--- src/rtl/l2_bus_arbiter_2port.sv ---
// Two-port round-robin arbiter between the I-cache and D-cache miss handlers and
// one shared L2 port. Ownership is held per transaction, with a beat cap for fairness.
module l2_bus_arbiter_2port #(
   parameter int MAX_BEATS = 8,
   parameter int AW        = 32,
   parameter int DW        = 32
) (
   input  logic          clk,
   input  logic          rst,
   input  logic [1:0]    req_en,
   input  logic [1:0]    req_wr_en,
   input  logic [AW-1:0] req_addr_0,
   input  logic [AW-1:0] req_addr_1,
   input  logic [DW-1:0] req_wr_data_0,
   input  logic [DW-1:0] req_wr_data_1,
   output logic [1:0]    rd_granted,
   output logic [1:0]    wr_granted,
   output logic [1:0]    beat_ack,
   output logic [DW-1:0] rd_data,
   output logic          l2_mem_en,
   output logic          l2_mem_wr_en,
   output logic [AW-1:0] l2_mem_access_addr,
   output logic [DW-1:0] l2_mem_wr_data,
   input  logic [DW-1:0] l2_mem_rd_data,
   input  logic          l2_mem_ack
);

   localparam int CW = $clog2(MAX_BEATS + 1);
   localparam logic [CW-1:0] MAX_CNT  = CW'(MAX_BEATS);
   localparam logic [CW-1:0] LAST_CNT = CW'(MAX_BEATS - 1);

   localparam logic [1:0] IDLE = 2'd0;
   localparam logic [1:0] OWN0 = 2'd1;
   localparam logic [1:0] OWN1 = 2'd2;

   logic [1:0]    state_r;
   logic [1:0]    state_nxt_s;
   logic          last_owner_r;
   logic          last_owner_nxt_s;
   logic [CW-1:0] beat_cnt_r;
   logic [CW-1:0] beat_cnt_nxt_s;
   logic          owner_s;
   logic          ack_s;

   assign rd_data = l2_mem_rd_data;
   assign owner_s = (state_r == OWN1);
   assign ack_s   = l2_mem_ack & l2_mem_en;

   // Forward the owner's beat to L2 and route grants/acks back to it.
   always_comb begin
      rd_granted         = 2'b00;
      wr_granted         = 2'b00;
      beat_ack           = 2'b00;
      l2_mem_en          = 1'b0;
      l2_mem_wr_en       = 1'b0;
      l2_mem_access_addr = '0;
      l2_mem_wr_data     = '0;
      case (state_r)
         OWN0: begin
            l2_mem_en          = req_en[0];
            l2_mem_wr_en       = req_wr_en[0];
            l2_mem_access_addr = req_addr_0;
            l2_mem_wr_data     = req_wr_data_0;
            rd_granted         = {1'b0, req_en[0] & ~req_wr_en[0]};
            wr_granted         = {1'b0, req_en[0] & req_wr_en[0]};
            beat_ack           = {1'b0, req_en[0] & l2_mem_ack};
         end
         OWN1: begin
            l2_mem_en          = req_en[1];
            l2_mem_wr_en       = req_wr_en[1];
            l2_mem_access_addr = req_addr_1;
            l2_mem_wr_data     = req_wr_data_1;
            rd_granted         = {req_en[1] & ~req_wr_en[1], 1'b0};
            wr_granted         = {req_en[1] & req_wr_en[1], 1'b0};
            beat_ack           = {req_en[1] & l2_mem_ack, 1'b0};
         end
         default: begin
            rd_granted = 2'b00;
         end
      endcase
   end

   // Arbitration, beat counting and release decisions.
   always_comb begin
      state_nxt_s      = state_r;
      last_owner_nxt_s = last_owner_r;
      beat_cnt_nxt_s   = beat_cnt_r;
      case (state_r)
         IDLE: begin
            case (req_en)
               2'b01: begin
                  state_nxt_s      = OWN0;
                  last_owner_nxt_s = 1'b0;
                  beat_cnt_nxt_s   = '0;
               end
               2'b10: begin
                  state_nxt_s      = OWN1;
                  last_owner_nxt_s = 1'b1;
                  beat_cnt_nxt_s   = '0;
               end
               2'b11: begin
                  // Contention goes to the port that did not own the bus last.
                  state_nxt_s      = last_owner_r ? OWN0 : OWN1;
                  last_owner_nxt_s = ~last_owner_r;
                  beat_cnt_nxt_s   = '0;
               end
               default: begin
                  state_nxt_s = IDLE;
               end
            endcase
         end
         OWN0, OWN1: begin
            if (ack_s && (beat_cnt_r != MAX_CNT)) begin
               beat_cnt_nxt_s = beat_cnt_r + CW'(1);
            end else begin
               beat_cnt_nxt_s = beat_cnt_r;
            end
            if (!req_en[owner_s]) begin
               state_nxt_s = IDLE;
            end else if (ack_s && (beat_cnt_r == LAST_CNT) && req_en[~owner_s]) begin
               state_nxt_s = IDLE;
            end else begin
               state_nxt_s = state_r;
            end
         end
         default: begin
            state_nxt_s = IDLE;
         end
      endcase
   end

   // State registers; port 0 wins the first contention after reset.
   always_ff @(posedge clk or posedge rst) begin
      if (rst) begin
         state_r      <= IDLE;
         last_owner_r <= 1'b1;
         beat_cnt_r   <= '0;
      end else begin
         state_r      <= state_nxt_s;
         last_owner_r <= last_owner_nxt_s;
         beat_cnt_r   <= beat_cnt_nxt_s;
      end
   end

endmodule

--- config.mk ---
export PLATFORM = sky130hd
export DESIGN_NAME = l2_bus_arbiter_2port
export DESIGN_NICKNAME = d
export VERILOG_FILES = /design/src/rtl/l2_bus_arbiter_2port.sv
export SDC_FILE = /design/constraint.sdc
export NUM_CORES = 1
export LEC_CHECK = 0
export CORE_AREA = 2 2 105 107
export DETAILED_ROUTE_END_ITERATION = 10
export DIE_AREA = 0 0 107 109
export GPL_TIMING_DRIVEN = 0
export PLACE_DENSITY = 0.71
export SKIP_CTS_REPAIR_TIMING = 1
export SYNTH_ARGS = -nofsm -noshare
export SYNTH_HDL_FRONTEND = slang
export SYNTH_SLANG_ARGS = --single-unit
--- constraint.sdc ---
create_clock -name clk -period 1.95 [get_ports clk]
set_input_delay 0.2925 -clock clk [delete_from_list [all_inputs] [get_ports clk]]
set_output_delay 0.2925 -clock clk [all_outputs]
set_load 0.02 [all_outputs]
* Yosys cells after proc, flatten, opt, wreduce, memory -nomap -nowiden
Cells that the tools add are included.
** Word-level totals
- Logic and storage cells :: 57
- Register bits :: 7
- Output and inout port bits :: 104
- Bits of input ports :: 167
** Cells by class
- Bitwise gates (word level) :: 11
- Eq/ne operators :: 10
- Order comparisons :: 2
- Mux-type cells :: 20
- $add $sub $neg :: 1
- Reductions and logical operators :: 10
** Operators with widths (number)
- one-hot mux 32 bit (2 select lines) :: 2
- one-hot mux 2 bit (2 select lines) :: 4
- two-way mux 4 bit :: 2
- one-hot mux 4 bit (2 select lines) :: 1
- AND 1 bit :: 7
- equality test 2 bit (second input constant) :: 3
- two-way mux 2 bit :: 3
- one-hot mux 2 bit (3 select lines) :: 1
- adder 4 x 1 -> 4 bit (second input constant) :: 1
- equality test 2 x 1 -> 1 bit (second input constant) :: 2
- equality test 4 x 3 -> 1 bit (second input constant) :: 1
- < comparator 1 x 2 -> 1 bit (second input constant) :: 2
- two-way mux 1 bit :: 4
- inequality test 2 bit (second input constant) :: 2
- inequality test 4 bit (second input constant) :: 1
- NOT 1 bit :: 4
- one-hot mux 1 bit (2 select lines) :: 2
- logical AND 1 bit :: 3
- inequality test 3 bit (second input constant) :: 1
- one-hot mux 1 bit (3 select lines) :: 1
- AND reduction 3 bit :: 1
- nonzero test 3 bit :: 1
- OR reduction 3 bit :: 1
- logical NOT 2 bit :: 1
- other kinds (3) :: 3

* Depth between registers and ports, before layout
- Word-level depth :: 8
- Mapped depth :: 7
- Gate-level depth less buffers :: 6

* Worst setup path after synthesis
OpenSTA, ideal clock, no wires.
- Path kind :: flip-flop to output port
- Start :: register state_r[1]
- End :: output l2_mem_access_addr[0]
- Stages on the path, launching flop included :: 8
- Slack :: 0.025 ns
- Arrival time :: 1.632 ns
- Required time :: 1.657 ns
- Buffers on the path :: 3
- Cell sequence :: dfrtp_1 -> inv_1 -> ha_1 -> clkbuf_1 -> clkbuf_1 -> buf_2 -> a22oi_1 -> nor2b_1
** Between the ends
- Longest elaborated chain between the ends :: 2
- Elaborated cells between the ends (all ways) :: 3
- Classes of those cells :: eq/ne: 2; mux: 1
** RTL lines
- start: declaration :: RTL line 36 : logic [1:0] state_r;
- start signal: assignment :: RTL line 139 : state_r <= state_nxt_s;
- equality test 2 bit / equality test 2 x 1 -> 1 bit (equally long branches) :: RTL line 58 : case (state_r)
- one-hot mux 32 bit (2 select lines) * :: RTL line 58
- end: declaration :: RTL line 22 : output logic [AW-1:0] l2_mem_access_addr,
Mark *: on every way between the ends. The rest lies on a longest branch, timed or not.

* Worst setup path after layout
- Start :: register state_r[1]
- End :: output l2_mem_wr_data[18]
** Between the ends
- Longest elaborated chain between the ends :: 2
- Elaborated cells between the ends (all ways) :: 3
- Classes of those cells :: eq/ne: 2; mux: 1
** RTL lines
- equality test 2 bit / equality test 2 x 1 -> 1 bit (equally long branches) :: RTL line 58
- one-hot mux 32 bit (2 select lines) * :: RTL line 58
- end: declaration :: RTL line 23 : output logic [DW-1:0] l2_mem_wr_data,
Marks and branches as above.

==> impl_metrics.py <==
metrics = {
    "timing": {
        "finalSetupViolCount": 7,
        "period_share_pct": 101,
        "rsz0062_at_grt": "true",
        "min_period_ps": 1970,
        "slew_headroom_pct": 77.0,
        "hold_viol_final": 0,
        "worst_pin_slew_ps": 345,
        "skew_ps": 2.27,
        "finalSetupTns_ps": -62.2,
        "fin_ws_ps": -23.7,
        "slew_violations": 0,
        "max_freq_ghz": 0.507,
    },
    "synth": {
        "synth_top_cell_area_share_pct": 27.7,
        "synthXorXnorAreaFrac_pct": 0.498,
        "synth.net_count": 421,
        "synth.cell_area_mm2": 0.00176,
        "yosys_warnings": 0,
        "synthTopCellsByArea": "a22oi_1 (28%), nor2b_1 (23%), buf_4 (14%)",
        "seq_area_frac_synth_pct": 10.0,
        "synth_cells": 249,
        "yosys_register_bits": 7,
        "synth_top_cell_by_area": "a22oi_1",
        "synth_top_family_by_area": "compound AO/OA/AOI/OAI gates",
        "synth_cell_types": 25,
        "synthAdderAreaFrac_pct": 3.56,
        "yosys_most_used_dff": "dfrtp_1",
        "muxShareOfSynthArea_pct": 2.56,
        "synth-compound-area-share_pct": 32.6,
        "avgSynthCellArea_um2": 7.07,
        "async_flop_share_pct": 100,
        "synth_edf_count": 0,
        "synthSimpleGateAreaFrac_pct": 29.2,
    },
    "global_route": {
        "grt_pass1_vias": 2632,
        "overflow": 0,
        "grt_pass1_wl_um": 13700,
        "grt_usage_pct": 14.6,
        "grt_start_max_net_pins": 11,
        "antenna_found_initial": 0,
    },
    "cts": {
        "cts_tree": "built",
        "cts.sinks": 7,
        "insertion_delay_ps": 220,
        "clkTransAtPathRegs_ps": 40,
        "cts-root-buf": "clkbuf_8",
        "cts_buffer_depth": 2,
        "cts_buffers": 3,
        "htreeDepth": 1,
    },
    "drt": {
        "drt_first_pass_iters": 4,
        "vias": 2799,
        "wirelength_um": 10500,
        "post_drt_wl_per_cell_um": 16.4,
        "initialDrtViolationCount": 94,
        "ant_nets": 0,
        "drc": 0,
        "routed_via_density": 4.38,
    },
    "power": {
        "switching_share_pct": 46.1,
        "power_frac_seq_pct": 3.9,
        "p_int_uw": 3290,
        "p_clk_share_pct": 3.2,
        "peakVddDrop_v": 0.000506,
        "power_density_mw_per_mm2": 1260,
        "p_switching_uw": 2810,
        "power_frac_comb_pct": 92.9,
        "p_leak_uw": 0.00193,
    },
    "layout": {
        "num-fill-cells": 1052,
        "nNetsFinal": 672,
        "drive_gt1_share_pct": 41.9,
        "synthToLayoutAreaGrowth_pct": 174,
        "diodes": 0,
    },
    "critical_path": {
        "crit_path_start_kind": "flop",
        "crit_fanout": 6,
        "crit_arrival_ps": 1680,
        "crit_required_ps": 1660,
        "crit_type": "flop to output pin",
        "end_kind": "output pin",
    },
    "floorplanning": {
        "ios": 271,
        "initial_core_util_pct": 16.6,
        "placeableCoreArea_mm2": 0.0106,
        "die-width_um": 107,
        "fp-row-count": 38,
        "die_y_um": 109,
        "design.die.area_mm2": 0.0117,
    },
    "place": {
        "port_buffers": 238,
        "gp_routability_congestion": 0.916,
        "hpwl_um": 8080,
        "pre_cts_ws_ps": -948,
    },
    "worst_hold_path": {
        "hold_path_class": "primary input to asynchronous set/reset pin",
    },
    "flow_run": {
        "drv_cap": 0,
    },
    "status": {
        "violations": "negative setup slack",
        "status": "complete, but fails checks",
    },
}
-- routing by layer --
layer	part of all wire (%)	up-vias	track usage (%)
met3	5.8	10	1.97
met1	38	1303	17.2
met2	55	134	28.3
met4	0.83	0	2.60
met5	0	-	0
li1	-	1352	-
-- worst max-delay path, cell delays in order (launching register included) --
cell and delay, ps:
dfrtp_1 400, buf_6 130, ha_4 190, buf_12 160, buf_12 130, a22oi_2 230
nor2b_4 70, buf_6 130
-- state kept, by name, indices dropped and copies added (netlist names) --
signal        cells
beat_cnt_r        4
last_owner_r      1
state_r           2
-- cells in the final DEF (no fill, tap or decap), drive strengths merged, types with 2 or more instances in the layout --
| master | instances |
|---|---|
| a21oi | 4 |
| a22oi | 66 |
| buf | 109 |
| clkbuf | 28 |
| clkdlybuf4s50 | 166 |
| dfrtp | 6 |
| dlymetal6s2s | 2 |
| ha | 5 |
| inv | 11 |
| mux2 | 4 |
| nand2 | 8 |
| nand3 | 4 |
| nor2 | 7 |
| nor2b | 66 |
| nor3 | 2 |
| o21ai | 3 |
-- kinds of logic after synthesis --
logic type / after synthesis
AOI/OAI and AO/OA: 77
xor gates and xnor gates: 1
adders and majority gates: 5
buffers and inverters: 66
DFF: 7
muxes: 4
and+or+nand+nor: 89
-- synthesized netlist by cell type (all sizes together), types with 2 or more instances --
cell,n
a21oi,4
ha,5
clkbuf,15
nand3,4
dfrtp,6
nor2b,66
nor2,7
nor3,2
nand2,8
a22oi,66
mux2,4
inv,11
buf,40
o21ai,3
-- power groups by stage --
| stage | logic, uW | clock network, uW | registers [uW] |
|---|---|---|---|
| 2_1_floorplan | 2500 | 0 | 226 |
| 3_3_place_gp | 4230 | 0 | 230 |
| 3_5_place_dp | 4300 | 0 | 236 |
| 4_1_cts | 4310 | 202 | 235 |
| 5_1_grt | 6010 | 205 | 245 |
| 6_report | 5660 | 196 | 239 |
-- final cells by class --
type,count,area (um2),area share [%]
Clock buffer,4,45.0,0.933
Inverter,11,41.3,0.855
Tap cell,140,175,3.63
Sequential cell,7,176,3.65
Multi-Input combinational cell,176,1560,32.4
Timing Repair Buffer,247,2320,48.1
Buffer,54,507,10.5
-- stage by stage --
step	total power, uW	cell area [um2]	hold WS [ps]	cells	utilization [%]
detailed placement	4530	4320	518	627	40.7
finish	6100	4830	293	639	45.5
global route	6460	4830	341	639	45.5
global placement	4460	4320	487	627	40.7
floorplan	2730	1760	95.2	249	-
CTS	4750	4360	298	631	41.1
-- final timing paths --
check	cells past startpoint	from	slack, ps	to
setup reg to reg	7	state_r[1]	130	beat_cnt_r[0]
min in group clk	2	last_owner_r	520	last_owner_r
hold reg to reg	2	last_owner_r	520	last_owner_r
setup / recovery	7	state_r[1]	-20	l2_mem_wr_data[18]
max in group asynchronous	2	rst	1390	last_owner_r
hold / removal	2	rst	290	beat_cnt_r[2]
Power figures use the tool's default switching activity.
==> variant: new RTL, config.mk and constraints unchanged <==
The parameter `MAX_BEATS` goes from 8 to 32.
--- a/src/rtl/l2_bus_arbiter_2port.sv
+++ b/src/rtl/l2_bus_arbiter_2port.sv
@@ -1,7 +1,7 @@
 // Two-port round-robin arbiter between the I-cache and D-cache miss handlers and
 // one shared L2 port. Ownership is held per transaction, with a beat cap for fairness.
 module l2_bus_arbiter_2port #(
-   parameter int MAX_BEATS = 8,
+   parameter int MAX_BEATS = 32,
    parameter int AW        = 32,
    parameter int DW        = 32
 ) (
Function: changed (a bounded check fails within 10 cycles, from zero or initial values and one cycle with rst high).
==> variant against the original RTL <==
The run still ends with setup timing left. Global-route usage increased by 0.84 points. Power is 0.27% higher. Sequential cell count up 2. Cell count is 1.7% higher. Fmax down 2.3%. Register-to-register slack got worse by 0.11 ns. Worst setup slack worse by 0.046 ns. Final area is 0.62% higher. Via count up 4.9%. First-iteration DRC count is 19% higher. Worst hold slack gained 0.027 ns. Wire length up 2.4%. Sequential share of layout area increased by 1.0 points. Area after synthesis shrank 1.4%. Critical path type unchanged. Largest cell class unchanged. Largest power group unchanged.
==> variant: results (changes against the original RTL) <==
The adder-cell area share of the yosys netlist is 3.60% (+0.049 points). By count the netlist is led by 74 x sky130_fd_sc_hd__nor2_1, 65 x sky130_fd_sc_hd__a22oi_1, 32 x sky130_fd_sc_hd__buf_4. The clock latency at the later pin of the worst-skew pair came out at 0.24 ns (+0.02 ns).

The largest registers in the layout are beat_cnt_r: 6 flops, state_r: 2 flops, last_owner_r: 1 flops. For the synthesized netlist net count, the log shows 433 (+2.9%). Ranked by total cell area, the synthesized netlist is headed by sky130_fd_sc_hd__a22oi_1 28%, sky130_fd_sc_hd__nor2_1 16%, sky130_fd_sc_hd__buf_4 14%. The total length of routed wires came out at 10.7 mm (+2.4%). The average vias per placed instance was 4.52 (+3.1%). The synthesized-area fraction occupied by ao, oa, aoi and oai cells was 36.0% (+3.4 points); the placed wire-length estimate was 8.48 mm (+5.0%). The peak ir drop on the vdd network is 0.646 mV (+28%). The count of routing violations after the opening detailed-route iteration was 112 (+19%); the setup slack after layout was -0.0695 ns (-0.0458 ns). The flow ran to the end, but the final reports show violations. The run gives 2760 (+4.9%) as the number of global-route vias before repair. The wire length on met3 was 769 µm (+26%). The checks that failed: setup timing. Overall routing resource usage: 15.4% (+0.84 points). The mux share of post-synthesis cell area was 3.17% (+0.61 points); the leakage power was 0.00195 µW (+1.3%). The global-route wire length before repair is 14.3 mm (+4.5%), and the sequential-to-total area share from yosys stat is 13.0% (+3.0 points). The number of setup violations in the final report came out at 38 (+31).

The XOR/XNOR share of the synthesized area works out to 0% (-0.50 points). The launching point of the worst reg2reg path was state_r[0]. The largest fanout on the critical path came out at 10 (+4).

The fraction of final layout cells sized beyond drive strength 1 was 44.2% (+2.3 points).
[variant: power by group through the flow]
stage / clock (µW) / sequential (µW) / combinational, µW
4_1_cts: 231 / 278 / 4110
3_3_place_gp: 0 / 275 / 4050
2_1_floorplan: 0 / 270 / 2330
6_report: 229 / 283 / 5600
5_1_grt: 244 / 286 / 5970
3_5_place_dp: 0 / 281 / 4090
[variant: logic make-up after synthesis]
family,Yosys count
AOI/OAI and AO/OA,81
adders and majority gates,5
buffers and inverters,65
DFF,9
muxes,5
and+or+nand+nor,96
[variant: layer usage]
metal	up-vias	GRT usage (%)
met5	-	0
met4	0	2.32
met3	6	3.11
met2	132	29.3
met1	1400	18.3
li1	1397	-
[variant: cell type report]
type	instances	area [µm²]
clock buffer	4	45.0
antenna	1	2.50
inverter	10	45.0
fill	1036	5740
timing repair buffer	244	2310
tap	140	175
sequential	9	226
buffer	55	542
multi-input combinational	187	1510
[variant: final timing paths]
check / to / slack [ns] / cells past startpoint
max: l2_mem_wr_data[29] / -0.07 / 8
min in group clk: last_owner_r / 0.51 / 2
max in group asynchronous: last_owner_r / 1.32 / 2
min reg2reg: last_owner_r / 0.51 / 2
max reg2reg: state_r[0] / 0.02 / 7
min: state_r[1] / 0.32 / 2
[variant: stage by stage]
| stage | std cells | total power (µW) | cell area [µm²] | setup TNS [ns] |
|---|---|---|---|---|
| global placement | 639 | 4320 | 4300 | -55.16 |
| detailed placement | 639 | 4380 | 4300 | -57.10 |
| floorplan | 261 | 2600 | 1750 | -0.488 |
| finish | 650 | 6110 | 4860 | -0.821 |
| global route | 649 | 6500 | 4860 | -3.58 |
| CTS | 643 | 4620 | 4350 | -75.25 |
